`src/rtl/skew_delay_bank.sv`:
```
// Multi-lane delay bank: lane c carries {valid, data} through a fixed-depth shift register
// so that operands reach successive array edges one cycle apart, plus an aligned done strobe.
module skew_delay_bank #(
    parameter int WIDTH      = 8,
    parameter int CHANNELS   = 4,
    parameter int BASE_DELAY = 1,
    parameter int SKEW_DIR   = 0
) (
    input  logic                      clk,
    input  logic                      rst,
    input  logic                      en,
    input  logic                      flush,
    input  logic                      in_valid,
    input  logic [CHANNELS*WIDTH-1:0] in_data,
    input  logic                      done_in,
    output logic [CHANNELS-1:0]       out_valid,
    output logic [CHANNELS*WIDTH-1:0] out_data,
    output logic                      done_out,
    output logic                      busy
);
    localparam int DMAX = BASE_DELAY + CHANNELS - 1;

    function automatic int lane_delay(input int c);
        if (SKEW_DIR == 0) begin
            return BASE_DELAY + c;
        end else begin
            return BASE_DELAY + (CHANNELS - 1 - c);
        end
    endfunction

    logic [CHANNELS-1:0] lane_busy_s;
    logic [DMAX-1:0]     done_r;
    logic [DMAX-1:0]     done_chain_s;

    for (genvar s = 0; s < DMAX; s++) begin : g_done_chain
        if (s == 0) begin : g_head
            assign done_chain_s[s] = done_in;
        end else begin : g_body
            assign done_chain_s[s] = done_r[s-1];
        end
    end

    // Done strobe pipe, as deep as the longest lane so it lands with that lane's final valid
    always_ff @(posedge clk) begin
        if (rst) begin
            done_r <= {DMAX{1'b0}};
        end else if (flush) begin
            done_r <= {DMAX{1'b0}};
        end else if (en) begin
            done_r <= done_chain_s;
        end else begin
            done_r <= done_r;
        end
    end

    for (genvar c = 0; c < CHANNELS; c++) begin : g_lane
        localparam int D = lane_delay(c);

        logic [D-1:0]     vld_r;
        logic [D-1:0]     vld_chain_s;
        logic [WIDTH-1:0] dat_r       [D];
        logic [WIDTH-1:0] dat_chain_s [D];

        for (genvar s = 0; s < D; s++) begin : g_chain
            if (s == 0) begin : g_head
                assign vld_chain_s[s] = in_valid;
                assign dat_chain_s[s] = in_data[c*WIDTH +: WIDTH];
            end else begin : g_body
                assign vld_chain_s[s] = vld_r[s-1];
                assign dat_chain_s[s] = dat_r[s-1];
            end
        end

        // Lane valid bits: cleared by reset and flush, shifted when enabled
        always_ff @(posedge clk) begin
            if (rst) begin
                vld_r <= {D{1'b0}};
            end else if (flush) begin
                vld_r <= {D{1'b0}};
            end else if (en) begin
                vld_r <= vld_chain_s;
            end else begin
                vld_r <= vld_r;
            end
        end

        // Lane data stages: flush leaves them alone since the cleared valids already hide them
        always_ff @(posedge clk) begin
            if (rst) begin
                for (int i = 0; i < D; i++) begin
                    dat_r[i] <= {WIDTH{1'b0}};
                end
            end else if (en && !flush) begin
                for (int i = 0; i < D; i++) begin
                    dat_r[i] <= dat_chain_s[i];
                end
            end else begin
                for (int i = 0; i < D; i++) begin
                    dat_r[i] <= dat_r[i];
                end
            end
        end

        assign out_valid[c]                 = vld_r[D-1];
        assign out_data[c*WIDTH +: WIDTH]   = vld_r[D-1] ? dat_r[D-1] : {WIDTH{1'b0}};
        assign lane_busy_s[c]               = |vld_r;
    end

    assign done_out = done_r[DMAX-1];
    assign busy     = (|lane_busy_s) | (|done_r);

endmodule

```
`config.mk`:
```
export PLATFORM = sky130hd
export DESIGN_NAME = skew_delay_bank
export DESIGN_NICKNAME = d
export VERILOG_FILES = /design/src/rtl/skew_delay_bank.sv
export SDC_FILE = /design/constraint.sdc
export NUM_CORES = 1
export LEC_CHECK = 0
export BUFFER_PORTS_ARGS = -buffer_cell sky130_fd_sc_hd__buf_2
export CORE_MARGIN = 4
export CORE_UTILIZATION = 30
export CTS_CLUSTER_SIZE = 40
export DETAILED_ROUTE_END_ITERATION = 10
export PLACE_DENSITY_LB_ADDON = 0.2
export SYNTH_ARGS = -nofsm -noshare
export SYNTH_HDL_FRONTEND = slang
export SYNTH_SLANG_ARGS = --single-unit
```
`constraint.sdc`:
```
create_clock -name clk -period 3.3 [get_ports clk]
set_clock_uncertainty 0.05 [all_clocks]
set_input_delay 0.165 -clock clk [delete_from_list [all_inputs] [get_ports clk]]
set_output_delay 0.165 -clock clk [all_outputs]
set_load 0.02 [all_outputs]
```
# Yosys cells after proc, flatten, opt, wreduce, memory -nomap -nowiden
# Memories as Yosys holds them, arrays and structs flattened.
# Cells that the tools add are included.
# word_totals
elab_cells,69
n_memories,4
output_inout_bits,38
ram_bits,80
register_bits,14
# mem_list
name,words,width,rd,rd_ports_with_merged_regs,wr,line,rtl
g_lane[3].dat_r,4,8,4,0,4,61,logic [WIDTH-1:0] dat_r [D];
g_lane[2].dat_r,3,8,3,0,3,61,
g_lane[1].dat_r,2,8,2,0,2,61,
g_lane[0].dat_r,1,8,1,0,1,61,
# op_classes
reduce_logical,7
mux,34
n_bitwise,19
# ops
cell,count
2-to-1 mux 8 bit,24
bitwise OR 1 bit,19
OR reduction 8 bit,2
2-to-1 mux 1 bit,10
OR reduction 10 bit,1
OR reduction 4 bit,1
OR reduction 2 bit,1
logical AND 1 bit,1
zero test 1 bit,1

# Depth between registers and ports, before layout
# depth
word_depth,8
depth_mapped,4

# Least setup slack after synthesis
# Ideal clock, no wire load.
# synth_timing
path_type,input-to-reg
startpoint,input rst
endpoint,memory g_lane[0].dat_r[0][0] (enable)
required_time_ns,2.848
path_slack_ns,1.190
t_arrival_ns,1.657
path_stages,3
cell_sequence,buf_2 > clkbuf_1 > a21o_2
# synth_via
elab_chain_cells,5
# synth_rtl
element,line,rtl
"start, declared",10,"input logic rst,"
2-to-1 mux 1 bit,89,if (rst) begin
2-to-1 mux 1 bit (implied by the code),95,dat_r[i] <= dat_chain_s[i];
OR reduction 8 bit (no source line),-,
2-to-1 mux 1 bit (no source line),-,
2-to-1 mux 1 bit (no source line) (*),-,
"end, declared",61,
# Every way passes the cells marked *; elsewhere a longest branch is shown, timed or not.

# Final worst setup path
# layout_timing
startpoint,register g_lane[2].vld_r[1]
endpoint,output busy
# layout_via
elab_chain_cells,2
# layout_rtl
element,line,rtl
"start, declared",59,logic [D-1:0] vld_r;
"start signal, assigned",77,vld_r <= {D{1'b0}};
"start signal, assigned",79,vld_r <= {D{1'b0}};
"start signal, assigned",81,vld_r <= vld_chain_s;
OR reduction 10 bit,110,assign busy = (|lane_busy_s) | (|done_r);
bitwise OR 1 bit,110,
"end, declared",19,output logic busy
# Every way passes these cells.

==> flow_summary.toml <==
[run_status]
status = "completed"

[cts]
root_buffer = "clkbuf_16"
cts_tree = "built"
cts_sinks = 88
cts_resized = 0
ctsHoldBuffers = 0
post-cts-setup-buffers = 0
h-tree-depth = 3
cts_buffer_depth = 2
numCtsBuffers = 9
clock_latency_ps = 320
clk_pin_slew_ps = 60

[global_routing]
grt_max_degree = 81
grt_overflow = 0
grt_pass1_vias = 1726
grt_pass1_wl_um = 8780
grt_usage_pct = 8.65
antenna_found_initial = 0

[detailed_routing]
wirelength_um = 5680
ant_nets = 0
routedWlPerCell_um = 12.4
drc_errors = 0
drtPass1Iterations = 4
drtIter0Drc = 80
vias = 1820
avgViaCountPerCell = 3.97

[placed_design]
gp_congestion = 0.681
numPortBuffers = 75
place.detailed.hpwl_um = 3630
dp_cells = 442
pre_cts_ws_ps = 1530

[yosys]
yosys_warnings = 0
ys_seq_area_share_pct = 72.2
ys_ff_latch = 88
synth.distinct_cells = 18
avgSynthCellArea_um2 = 15.0
synth.cell_area_um2 = 3550
syn_inst = 237
syn_nets = 275

[power]
peakVddDrop_uv = 187
power_density_nw_per_um2 = 551
p_leak_nw = 1.83

[final_layout]
syn_to_final_growth_pct = 22.1
antennaDiodeCount = 0
drive_gt1_share_pct = 41.9
mostFrequentLayoutCell = "edfxtp_1"
num-nets-final = 348
finalCoreUtilization_pct = 37.6
instances_no_fill = 458
most-common-layout-cells = "80 x edfxtp_1, 75 x buf_2, 57 x and2_1, 39 x and2_2, 16 x nor2b_1"

[die]
placementRows = 39
die-area_um2 = 13600
die_x_um = 117
start_util_pct = 30.8
die_y_um = 117
io_pins = 76
coreArea_um2 = 11500

[sta]
fin_ws_ps = 1770
finalSetupViolations = 0
tns_ps = 0
final_max_slew_viol_count = 0
rsz0062_at_grt = "false"
fmaxAchievable_mhz = 653
whs_ps = 26.5
slew_headroom_pct = 36.8
fin_crit_sh_pct = 46.4
min_period_ps = 1530
finalHoldViolCount = 0
worstMarginPinSlew_ps = 948

[setup_path]
end_kind = "output pin"
rrSetupSlack_ps = 2400
arrival_ps = 1320
cp.required_ps = 3080
crit_path_max_fanout = 12
start_kind = "register"
critPathKind = "reg2out"

[min_path]
worst_hold_path_type = "in2reg"

[run]
maxCapViolCount = 0
[registers in the layout, indices dropped and copies added, names as in the netlist]
| signal | count |
|---|---|
| g_lane.dat_r | 80 |
| g_lane.vld_r | 4 |
| done_r | 4 |
[metal layers]
metal | global-route usage (%) | wire length [µm]
met1 | 12.2 | 2830
met5 | 0 | 0
met3 | 3.21 | 437
met4 | 4.59 | 105
met2 | 11.4 | 2310
[worst max-delay path: stages (launching register included)]
cell and delay (ps):
dfxtp_1 430, nor4_1 320, nand2_1 80, buf_2 160
[final timing paths]
check                         from                    end  cells past startpoint
max             g_lane[2].vld_r[1]                   busy                      3
max reg2reg     g_lane[2].vld_r[1]     g_lane[3].vld_r[2]                      2
min reg2reg  g_lane[3].dat_r[1][4]  g_lane[3].dat_r[2][4]                      1
min                       in_valid     g_lane[1].vld_r[0]                      3
[area by class of cell]
type / instances / area [µm²]
Fill cell: 1101 / 7180
Sequential cell: 88 / 2560
Multi-Input combinational cell: 134 / 916
Timing Repair Buffer: 76 / 383
Clock buffer: 10 / 229
Tap cell: 143 / 179
Clock inverter: 6 / 60.1
Inverter: 1 / 3.75
[metrics by stage]
step / area (µm²) / total power [mW]
2_1_floorplan: 3550 / 1.40
6_report: 4330 / 2.39
3_5_place_dp: 4040 / 1.44
3_3_place_gp: 4040 / 1.44
4_1_cts: 4330 / 2.43
5_1_grt: 4330 / 2.49
[cells in the mapped netlist, drive strengths merged]
master / instances / share of area, %
mux2i: 8 / 2.3
nand2: 1 / 0.11
nor3b: 1 / 0.53
dfxtp: 8 / 4.5
buf: 3 / 0.67
or2: 1 / 0.18
inv: 1 / 0.11
and2: 96 / 18
nor4: 2 / 0.35
nor2b: 16 / 2.8
a21o: 1 / 0.25
nor2: 8 / 0.85
edfxtp: 80 / 68
clkbuf: 11 / 1.4
[cells by family after synthesis]
| family | count (synthesis) | synth area share, % |
|---|---|---|
| multiplexers | 8 | 2.26 |
| buffers and inverters | 15 | 2.15 |
| AO/OA/AOI/OAI | 1 | 0.247 |
| AND/OR/NAND/NOR | 125 | 23.1 |
| flip-flops | 88 | 72.2 |
[where the power goes]
group | internal, mW | switching (mW)
logic | 0.0430 | 0.0566
clock network | 0.582 | 0.395
registers | 1.30 | 0.0140
Power figures use the tool's default switching activity.
